`config.mk`:
```
export PLATFORM = sky130hd
export DESIGN_NAME = pattern_det_param
export DESIGN_NICKNAME = d
export VERILOG_FILES = /design/src/rtl/pattern_det_param.sv
export SDC_FILE = /design/constraint.sdc
export NUM_CORES = 1
export LEC_CHECK = 0
export ABC_CLOCK_PERIOD_IN_PS = 7700
export CAP_MARGIN = 20
export CORE_UTILIZATION = 30
export CTS_CLUSTER_SIZE = 30
export DETAILED_ROUTE_END_ITERATION = 8
export GPL_ROUTABILITY_DRIVEN = 0
export GPL_TIMING_DRIVEN = 1
export SLEW_MARGIN = 10
export SYNTH_ARGS = -nofsm -noshare
export SYNTH_HDL_FRONTEND = slang
export SYNTH_SLANG_ARGS = --single-unit
```
`constraint.sdc`:
```
create_clock -name clk -period 7.7 [get_ports clk]
set_clock_uncertainty 0.2 [all_clocks]
set_input_delay 2.31 -clock clk [delete_from_list [all_inputs] [get_ports clk]]
set_output_delay 2.31 -clock clk [all_outputs]
set_load 0.02 [all_outputs]
```
`src/rtl/pattern_det_param.sv`:
```
// pattern_det_param
//   Runtime-programmable serial bit-pattern detector. The pattern, the active
//   length and the overlap mode are loaded with cfg_load_i. Each valid input
//   bit is shifted into a history register. A registered one-cycle match
//   pulse is raised when the newest len bits equal the stored pattern. Every
//   match also advances a saturating counter.
//
//   Optional feature macro: PATDET_MASK_EN
//     When defined, the cfg_mask_i port is added. It is latched with
//     cfg_load_i, and its set bits are don't-care in the compare.
//
// Ports
//   clk            in   1        clock, rising edge
//   reset          in   1        synchronous, active-high
//   cfg_load_i     in   1        latch cfg_* this cycle
//   cfg_pattern_i  in   PAT_LEN  pattern; bit [len-1] is the first-received bit
//   cfg_len_i      in   LEN_W    active length; 0 or >PAT_LEN means PAT_LEN
//   cfg_overlap_i  in   1        1 = overlapping matches, 0 = non-overlapping
//   cfg_mask_i     in   PAT_LEN  (PATDET_MASK_EN only) don't-care bits
//   in_valid_i     in   1        in_bit_i valid this cycle
//   in_bit_i       in   1        serial data bit
//   count_clr_i    in   1        clear match_count_o
//   armed_o        out  1        configured (state RUN)
//   match_o        out  1        one-cycle registered match pulse
//   match_count_o  out  CNT_W    saturating match count
module pattern_det_param #(
  parameter  int PAT_LEN = 8,
  parameter  int CNT_W   = 16,
  localparam int LEN_W   = $clog2(PAT_LEN + 1)
) (
  input  logic               clk,
  input  logic               reset,
  input  logic               cfg_load_i,
  input  logic [PAT_LEN-1:0] cfg_pattern_i,
  input  logic [LEN_W-1:0]   cfg_len_i,
  input  logic               cfg_overlap_i,
`ifdef PATDET_MASK_EN
  input  logic [PAT_LEN-1:0] cfg_mask_i,
`endif
  input  logic               in_valid_i,
  input  logic               in_bit_i,
  input  logic               count_clr_i,
  output logic               armed_o,
  output logic               match_o,
  output logic [CNT_W-1:0]   match_count_o
);

  typedef enum logic [0:0] {
    ST_UNCFG = 1'b0,
    ST_RUN   = 1'b1
  } state_t;

  localparam logic [CNT_W-1:0] CNT_MAX = {CNT_W{1'b1}};
  localparam logic [LEN_W-1:0] LEN_MAX = LEN_W'(PAT_LEN);

  state_t             state_q;
  logic [PAT_LEN-1:0] pat_q;
  logic [LEN_W-1:0]   len_q;
  logic               ovl_q;
  logic [PAT_LEN-1:0] hist_q;
  logic [LEN_W-1:0]   fill_q;
  logic               match_q;
  logic [CNT_W-1:0]   count_q;
`ifdef PATDET_MASK_EN
  logic [PAT_LEN-1:0] mask_q;
`endif

  logic [LEN_W-1:0]   len_d;
  logic [LEN_W-1:0]   fill_d;
  logic [PAT_LEN-1:0] care_s;
  logic [PAT_LEN-1:0] window_s;
  logic               fill_ok_s;
  logic               hit_s;
  logic               match_d;
  logic [CNT_W-1:0]   count_d;

  // Match decode, fill/counter next-state, and normalisation of the loaded length.
  always_comb begin
    len_d = cfg_len_i;
    if ((cfg_len_i == {LEN_W{1'b0}}) || (cfg_len_i > LEN_MAX)) begin
      len_d = LEN_MAX;
    end else begin
      len_d = cfg_len_i;
    end

    // Only the low len_q positions take part in the compare.
    care_s = {PAT_LEN{1'b0}};
    for (int i = 0; i < PAT_LEN; i++) begin
      care_s[i] = (LEN_W'(i) < len_q);
    end
`ifdef PATDET_MASK_EN
    care_s = care_s & ~mask_q;
`endif

    // The incoming bit completes the window in the same cycle.
    window_s  = {hist_q[PAT_LEN-2:0], in_bit_i};
    hit_s     = (((window_s ^ pat_q) & care_s) == {PAT_LEN{1'b0}});
    // fill >= len-1, written as fill+1 >= len so that it cannot underflow.
    fill_ok_s = (({1'b0, fill_q} + {{LEN_W{1'b0}}, 1'b1}) >= {1'b0, len_q});
    match_d   = (state_q == ST_RUN) & ~cfg_load_i & in_valid_i & fill_ok_s & hit_s;

    fill_d = fill_q;
    if (match_d && !ovl_q) begin
      fill_d = {LEN_W{1'b0}};
    end else if (fill_q < len_q) begin
      fill_d = fill_q + {{(LEN_W-1){1'b0}}, 1'b1};
    end else begin
      fill_d = fill_q;
    end

    count_d = count_q;
    if (count_clr_i) begin
      count_d = {CNT_W{1'b0}};
    end else if (match_d && (count_q != CNT_MAX)) begin
      count_d = count_q + {{(CNT_W-1){1'b0}}, 1'b1};
    end else begin
      count_d = count_q;
    end
  end

  // Configuration FSM, history shift register, match pulse and counter.
  always_ff @(posedge clk) begin
    if (reset) begin
      state_q <= ST_UNCFG;
      pat_q   <= {PAT_LEN{1'b0}};
      len_q   <= {LEN_W{1'b0}};
      ovl_q   <= 1'b0;
      hist_q  <= {PAT_LEN{1'b0}};
      fill_q  <= {LEN_W{1'b0}};
      match_q <= 1'b0;
      count_q <= {CNT_W{1'b0}};
`ifdef PATDET_MASK_EN
      mask_q  <= {PAT_LEN{1'b0}};
`endif
    end else begin
      match_q <= match_d;
      count_q <= count_d;
      if (cfg_load_i) begin
        // A load wins over in_valid: the bit in the same cycle is dropped.
        state_q <= ST_RUN;
        pat_q   <= cfg_pattern_i;
        len_q   <= len_d;
        ovl_q   <= cfg_overlap_i;
        hist_q  <= {PAT_LEN{1'b0}};
        fill_q  <= {LEN_W{1'b0}};
`ifdef PATDET_MASK_EN
        mask_q  <= cfg_mask_i;
`endif
      end else begin
        case (state_q)
          ST_UNCFG: begin
            state_q <= ST_UNCFG;
          end
          ST_RUN: begin
            if (in_valid_i) begin
              hist_q <= window_s;
              fill_q <= fill_d;
            end
          end
          default: begin
            state_q <= ST_UNCFG;
          end
        endcase
      end
    end
  end

  assign armed_o       = (state_q == ST_RUN);
  assign match_o       = match_q;
  assign match_count_o = count_q;

endmodule

```
==> results of run 1 <==
-- registers in the layout, summed over array words and instances, names as in the netlist --
| register | count |
|---|---|
| armed_o | 1 |
| fill_q | 4 |
| hist_q | 7 |
| len_q | 4 |
| match_count_o | 16 |
| match_o | 1 |
| ovl_q | 1 |
| pat_q | 8 |
-- where the power goes --
part	switching (mW)	internal [mW]	leakage (nW)	total (mW)
clock network	0.0812	0.0965	0.0504	0.178
logic	0.0196	0.0199	0.532	0.0396
registers	0.00444	0.222	0.341	0.226
-- placed cells by master (no fill, tap or decap), drive strengths merged, types with 2 or more instances in the layout --
master         netlist  layout
o31ai               10      10
and3                 5       5
xnor2                7       7
nand4b               2       2
nand3                6       6
nor2                25      25
xor2                 6       6
and2                 3       3
clkdlybuf4s50        0      36
nand2               27      27
mux2i               10      10
nor4                 2       2
nor3                 2       2
or2                  2       2
ha                  10      10
o21a                 2       2
o22ai                2       2
a21oi               23      23
or3                  5       5
o21ai                9       9
nor2b                4       4
nand4                6       6
or4                  8       8
dfxtp               42      42
and4                 2       2
clkinvlp             0       2
clkbuf               8       5
inv                  5       5
o211ai               3       3
-- area by class of cell --
class	count	area (µm²)
flip-flops and latches	42	841
clock inverters	3	45.0
multi-input cells	188	1200
well taps	96	120
repair buffers	36	360
fillers	737	4180
clock buffers	5	68.8
inverters	5	18.8
-- worst register-to-register path, cell delays in order, from the launching register on --
cell and delay [ns]:
dfxtp_1 0.37, ha_1 0.26, xor2_1 0.15, ha_1 0.28
nand2_1 0.05, o211ai_1 0.25, nand4b_2 0.65, or4_1 0.73
a21oi_1 0.15
-- through the flow --
stage	total power, mW	utilization	instance area, µm²
floorplan	0.256	-	2130
global placement	0.270	0.372	2540
detailed placement	0.271	0.372	2540
CTS	0.450	0.389	2660
global route	0.462	0.389	2660
finish	0.443	0.389	2660
-- per-layer routing --
| metal | global-route usage | vias to the layer above | part of all wire |
|---|---|---|---|
| li1 | - | 950 | - |
| met1 | 0.170 | 853 | 0.51 |
| met2 | 0.198 | 37 | 0.44 |
| met3 | 0.0295 | 7 | 0.035 |
| met4 | 0.0530 | 0 | 0.015 |
| met5 | 0 | - | 0 |
-- cells by family after synthesis --
family          share of synthesized area
buf+inv                            0.0423
compound gates                      0.158
simple gates                        0.246
xor+xnor                           0.0534
mux                                0.0470
fa+ha+maj                          0.0587
flops                               0.394
-- worst max-delay path by stage --
| stage | cells after the start | slack [ns] | endpoint |
|---|---|---|---|
| 2_1_floorplan | 7 | 3.64 | fill_q[0] |
| 3_3_place_gp | 5 | 2.31 | match_count_o[9] |
| 3_5_place_dp | 5 | 2.22 | match_count_o[15] |
| 4_1_cts | 5 | 2.53 | match_count_o[9] |
| 5_1_grt | 5 | 2.21 | fill_q[2] |
| 6_report | 5 | 2.54 | match_count_o[5] |
==> impl_metrics.tcl, run 1 <==
set metrics [dict create \
    status "finished, final reports clean" \
    grt_max_degree 35 \
    clock_tree.buffer_depth 2 \
    path_buf_inv 1 \
    synth_top_area_cell "dfxtp_1" \
    syn_inst 249 \
    clock_latency_ns 0.30 \
    track_usage 0.127 \
    synth-edff-count 0 \
    nets 307 \
    vdd_drop_max_uv 92.9 \
    hold_buffers 0 \
    dieArea_um2 7450 \
    tns_ns 0 \
    rsz0062_at_grt "false" \
    power_leakage_nw 0.923 \
    cap_viol_max_count 0 \
    max_freq_ghz 0.194 \
    startpoint "cfg_load_i" \
    area_growth_pct 24.5 \
    cts_resized 0 \
    tritoncts "done" \
    slowest_stage "clkdlybuf4s50_1" \
    synth_cell_types 40 \
    via_per_inst 4.93 \
    portBuffers 36 \
    arrival_ns 5.19 \
    post-synth-top-count-cell "dfxtp_1" \
    min_path_cells 2 \
    die_w_um 86.3 \
    fp-row-count 30 \
    ys.flop_type "dfxtp_1" \
    syn_area_per_cell_um2 8.56 \
    crit_family "simple AND/OR/NAND/NOR gates" \
    cts_inserted_buffers 5 \
    reg2reg_depth 8 \
    hold_slack_ns 0.287 \
    num_antenna_cells 0 \
    coreArea_um2 6830 \
    overflow 0 \
    crit_path_end_kind "flop" \
    min_path_type "reg -> reg" \
    dp_worst_setup_slack_ns 2.22 \
    worst_slack_ns 2.54 \
    ff2ff_setup_slack_ns 4.54 \
    wl_um 4610 \
    synthArstFlopShare 0 \
    htree_levels 2 \
    dr.first_iter.drc_count 73 \
    finalHoldViolations 0 \
    wire_per_inst_um 12.3 \
    ys_seq_area_frac 0.394 \
    synth_area_leaders "dfxtp_1 (39%), ha_1 (5.9%), a21oi_1 (5.4%)" \
    final-max-slew-violation-count 0 \
    vias 1847 \
    start_kind "primary input" \
    synth_warnings 0 \
    syn_nets 278 \
    ioPinCount 37 \
    clockRootBuffer "clkbuf_8" \
    tightest_slew_ns 0.892 \
    setup-violations-final 0 \
    synth_common_cells "dfxtp_1 (42), nand2_1 (27), nor2_1 (25)" \
    placedCellCount 367 \
    min_period_ns 5.16 \
    die_h_um 86.3 \
    final_antenna_net_count 0 \
    drive_above_1_share 0.0502 \
    reg2reg_from "fill_q[0]" \
    clock-sinks 42 \
    syn_area_um2 2130 \
    dp_hpwl_um 3200 \
    r2r-end "match_count_o[5]" \
    start_util 0.312 \
    crit_type "in -> reg" \
    max_stage_delay_ns 0.87 \
    cts.clk_slew.worst_paths_ns 0.09 \
    drc 0 \
    grt_pass1_wl_um 7500 \
    hold_end "hist_q[3]" \
    synth_seq_cells 42 \
    path_max_fanout 34 \
    worstHoldStart "hist_q[3]" \
    antenna_found_initial 0 \
    finalNonFillerCells 375 \
    cts_post_setup_buffers_inserted 0 \
    firstDrtPassIters 5 \
    path_cells "clkdlybuf4s50_1 -> nor4_2 -> nand4b_2 -> or4_1 -> a21oi_1" \
    fin_crit_sh 0.670 \
    grt_pass1_vias 1663 \
    synth_top_area_frac 0.394 \
    cp.required_ns 7.73 \
    slew_headroom 0.404 \
    power_density_nw_per_um2 167 \
]
No activity file was read; power rests on OpenSTA's default activity.
==> run 2: changes to the inputs <==
Settings changed: ABC_CLOCK_PERIOD_IN_PS 7700 to 4630.
Clock period 7.7 ns to 4.63 ns, I/O delays scaled along.
==> run 2 against run 1 <==
  * Critical path depth up 2
  * Routed wire length down 3.6%
  * Die area unchanged
  * Total power up 56%
  * Final cell count up 0.80%
  * Sequential share of layout area about the same
  * Via count up 1.5%
  * Worst setup slack worse by 1.4 ns
  * Clock power up 41%
  * Combinational power up 69%
==> impl_metrics.tcl, run 2 (synthesized netlist as in run 1, its figures left out) <==
set metrics [dict create \
    status "finished, final reports clean" \
    final_common_cell "dfxtp_1" \
    max_stage_delay_ns 0.53 \
    crit_path_end_kind "flop" \
    firstDrtPassIters 4 \
    die_h_um 86.3 \
    slew_headroom 0.598 \
    final-max-slew-violation-count 0 \
    vdd_drop_max_uv 156 \
    place_area_um2 2560 \
    overflow 0 \
    fin_area_um2 2660 \
    start_kind "primary input" \
    grt_pass1_vias 1629 \
    final_cell_mix "dfxtp_1 (42), clkdlybuf4s50_1 (36), nand2_1 (27)" \
    path_max_fanout 34 \
    fin_crit_sh 0.747 \
    final_util 0.389 \
    min_period_ns 3.46 \
    cts_inserted_buffers 5 \
    dp_hpwl_um 3200 \
    cts.clk_slew.worst_paths_ns 0.08 \
    ioPinCount 37 \
    start_util 0.312 \
    drive_above_1_share 0.0603 \
    wl_um 4450 \
    die_w_um 86.3 \
    clock_latency_ns 0.29 \
    via_per_inst 4.96 \
    setup-violations-final 0 \
    clock-sinks 42 \
    dr.first_iter.drc_count 92 \
    cp.required_ns 4.65 \
    fp-row-count 30 \
    crit_type "in -> reg" \
    cap_viol_max_count 0 \
    hold_buffers 0 \
    antenna_found_initial 0 \
    seq_area_um2 841 \
    drc 0 \
    htree_levels 2 \
    path_cells "clkdlybuf4s50_1 -> nand2_1 -> nor4_2 -> nand4b_2 -> buf_4 -> or4_1 -> a21oi_1" \
    finalHoldViolations 0 \
    clock_tree.buffer_depth 2 \
    rsz0062_at_grt "false" \
    dieArea_um2 7450 \
    cts_resized 0 \
    vias 1874 \
    num_antenna_cells 0 \
    area_growth_pct 24.7 \
    tns_ns 0 \
    min_path_type "reg -> reg" \
    grt_max_degree 35 \
    portBuffers 36 \
    max_freq_ghz 0.289 \
    nFillCells 731 \
    tritoncts "done" \
    coreArea_um2 6830 \
    multiInputGateArea_um2 1200 \
    nets 310 \
    power_leakage_nw 0.934 \
    cts_post_setup_buffers_inserted 0 \
    final_antenna_net_count 0 \
    slowest_stage "or4_1" \
    clockRootBuffer "clkbuf_8" \
    tightest_slew_ns 0.603 \
    largest_reg_flops 16 \
    track_usage 0.127 \
    grt_pass1_wl_um 7510 \
    wire_per_inst_um 11.8 \
    power_density_nw_per_um2 261 \
    arrival_ns 3.48 \
]
==> run 2: cell types whose count changed in the layout (fill, tap and decap cells not counted) <==
cell / delta
clkinvlp_4: -1
buf_4: +3
clkbuf_8: +1
clkinv_2: +1
bufinv_16: -1
==> run 2: final cells by class <==
cell class,count,area share
Sequential cell,42,0.316
Multi-Input combinational cell,188,0.452
Clock inverter,2,0.00471
Clock buffer,6,0.0311
Tap cell,96,0.0452
Inverter,5,0.00706
Timing Repair Buffer,39,0.144
==> run 2: critical path, delay by kind of cell <==
kind | cells | cell delay, ns
simple gates | 4 | 1.23
compound gates | 1 | 0.14
buf+inv | 2 | 0.71
==> run 2: path summary, 6_finish.rpt <==
check                           depth (start not counted)       start  slack [ns]          endpoint
worst max-delay path                                    7  in_valid_i        1.17  match_count_o[9]
worst min-delay path                                    2   hist_q[6]        0.28         hist_q[6]
worst max register to register                          9   fill_q[0]        1.92  match_count_o[9]
worst min register to register                          2   hist_q[6]        0.28         hist_q[6]
==> run 2: per-stage QoR <==
stage	power (mW)	hold WS, ns	worst slack [ns]	cells
after floorplan	0.425	0.248	1.49	249
after global placement	0.451	0.264	0.934	370
after detailed placement	0.452	0.263	0.875	370
after CTS	0.706	0.279	1.17	378
after global routing	0.725	0.305	1.02	378
final	0.694	0.275	1.17	378
==> run 2: power by group <==
| part | switching, mW | total (mW) | internal, mW |
|---|---|---|---|
| clock network | 0.131 | 0.251 | 0.120 |
| registers | 0.00733 | 0.376 | 0.368 |
| logic | 0.0324 | 0.0668 | 0.0344 |
==> run 2: routing by layer <==
layer	part of all wire	wire length, µm	track usage	vias to the layer above
met3	0.046	205	0.0286	8
met1	0.47	2080	0.162	866
met2	0.47	2070	0.213	45
li1	-	-	-	955
met4	0.020	89	0.0424	0
met5	0	0	0	-
==> run 3: changes to the inputs <==
Settings changed: ABC_CLOCK_PERIOD_IN_PS 4630 to 3080.
Clock period 4.63 ns to 3.08 ns, I/O delays scaled along.
==> run 3 against run 2 <==
  * First-iteration DRC count increased by 11%
  * Flip-flop and latch count unchanged
  * Die area is the same
  * Highest routed layer unchanged
  * Global-route usage increased by 0.28 points
  * Total power up 50%
  * Register-to-register slack worse by 1.4 ns
  * Worst hold slack gained 0.0062 ns
  * Critical path type unchanged
  * Non-clock buffer count rose by 4
  * Largest cell class unchanged
  * Combinational power grew 57%
==> impl_metrics.tcl, run 3 (synthesized netlist as in run 1, its figures left out) <==
set metrics [dict create \
    status "finished, final reports clean" \
    cts_post_setup_buffers_inserted 0 \
    clock_latency_ns 0.30 \
    final_common_cell "dfxtp_1" \
    cts_resized 0 \
    crit_type "in -> reg" \
    tritoncts "done" \
    drive_above_1_share 0.0699 \
    min_period_ns 2.86 \
    firstDrtPassIters 4 \
    dp_hpwl_um 3270 \
    portBuffers 36 \
    cts_inserted_buffers 5 \
    final-max-slew-violation-count 0 \
    wl_um 4620 \
    arrival_ns 2.89 \
    vdd_drop_max_uv 191 \
    max_freq_ghz 0.350 \
    grt_pass1_vias 1724 \
    cp.required_ns 3.11 \
    htree_levels 2 \
    start_kind "primary input" \
    dieArea_um2 7450 \
    ioPinCount 37 \
    coreArea_um2 6830 \
    placedCellCount 374 \
    hold_slack_ns 0.281 \
    vias 1874 \
    finalNonFillerCells 382 \
    die_w_um 86.3 \
    clock_tree.buffer_depth 2 \
    cap_viol_max_count 0 \
    dr.first_iter.drc_count 102 \
    track_usage 0.130 \
    clockRootBuffer "clkbuf_8" \
    rsz0062_at_grt "false" \
    area_growth_pct 26.5 \
    power_density_nw_per_um2 385 \
    antenna_found_initial 0 \
    overflow 0 \
    slew_headroom 0.596 \
    die_h_um 86.3 \
    min_path_type "reg -> reg" \
    tightest_slew_ns 0.606 \
    start_util 0.312 \
    largest_reg_flops 16 \
    worst_slack_ns 0.220 \
    crit_path_end_kind "flop" \
    clock-sinks 42 \
    fp-row-count 30 \
    wire_per_inst_um 12.1 \
    startpoint "in_bit_i" \
    final_cell_mix "dfxtp_1 (42), clkdlybuf4s50_1 (36), nand2_1 (27)" \
    grt_pass1_wl_um 7600 \
    fin_crit_sh 0.928 \
    nFillCells 729 \
    via_per_inst 4.91 \
    dp_worst_setup_slack_ns -0.0753 \
    finalHoldViolations 0 \
    hold_buffers 0 \
    setup-violations-final 0 \
    path_max_fanout 28 \
    grt_max_degree 29 \
    reg2reg_from "fill_q[2]" \
    num_antenna_cells 0 \
    worstHoldStart "hist_q[6]" \
    drc 0 \
    final_util 0.395 \
    cts.clk_slew.worst_paths_ns 0.08 \
    power_leakage_nw 0.959 \
    nets 314 \
    final_antenna_net_count 0 \
]
[run 3: cell types whose count changed in the layout (fill, tap and decap cells not counted), sizes merged]
cell      before  now
buf            3    7
clkbuf         6    7
clkinvlp       1    0
[run 3: per-stage QoR]
step / cell area (µm²) / TNS (ns) / total power, mW
finish: 2700 / 0 / 1.04
global route: 2700 / 0 / 1.09
CTS: 2700 / 0 / 1.06
detailed placement: 2610 / -0.470 / 0.683
global placement: 2610 / -0.339 / 0.682
floorplan: 2130 / 0 / 0.639
[run 3: path summary, 6_finish.rpt]
check | slack (ns) | cells after the start | to
setup / recovery | 0.22 | 8 | match_count_o[11]
hold / removal | 0.28 | 2 | hist_q[6]
setup reg to reg | 0.50 | 9 | match_count_o[11]
hold reg to reg | 0.28 | 2 | hist_q[6]
[run 3: cell type report]
cell class	instances	area [µm²]	area share
Clock buffer	7	86.3	0.0320
Sequential cell	42	841	0.312
Inverter	5	18.8	0.00696
Multi-Input combinational cell	188	1200	0.445
Tap cell	96	120	0.0445
Timing Repair Buffer	43	425	0.158
Clock inverter	1	5.00	0.00186
[run 3: per-layer routing]
metal,up-vias,track usage,share of wire
met5,-,0,0
met4,0,0.0591,0.016
met3,8,0.0267,0.031
met2,30,0.214,0.45
met1,873,0.164,0.50
li1,963,-,-
[run 3: power by group]
group	switching (mW)	internal, mW	total [mW]	leakage, nW
Clock	0.188	0.181	0.369	0.0482
Sequential	0.0115	0.554	0.565	0.341
Combinational	0.0497	0.0551	0.105	0.569
Total	0.249	0.790	1.04	0.959
[run 3: critical path: stages]
cell and delay (ns):
clkdlybuf4s50_1 0.49, xnor2_1 0.12, a21oi_1 0.07, nor4_2 0.27
nand4b_2 0.17, buf_12 0.19, or4_1 0.50, a21oi_1 0.15
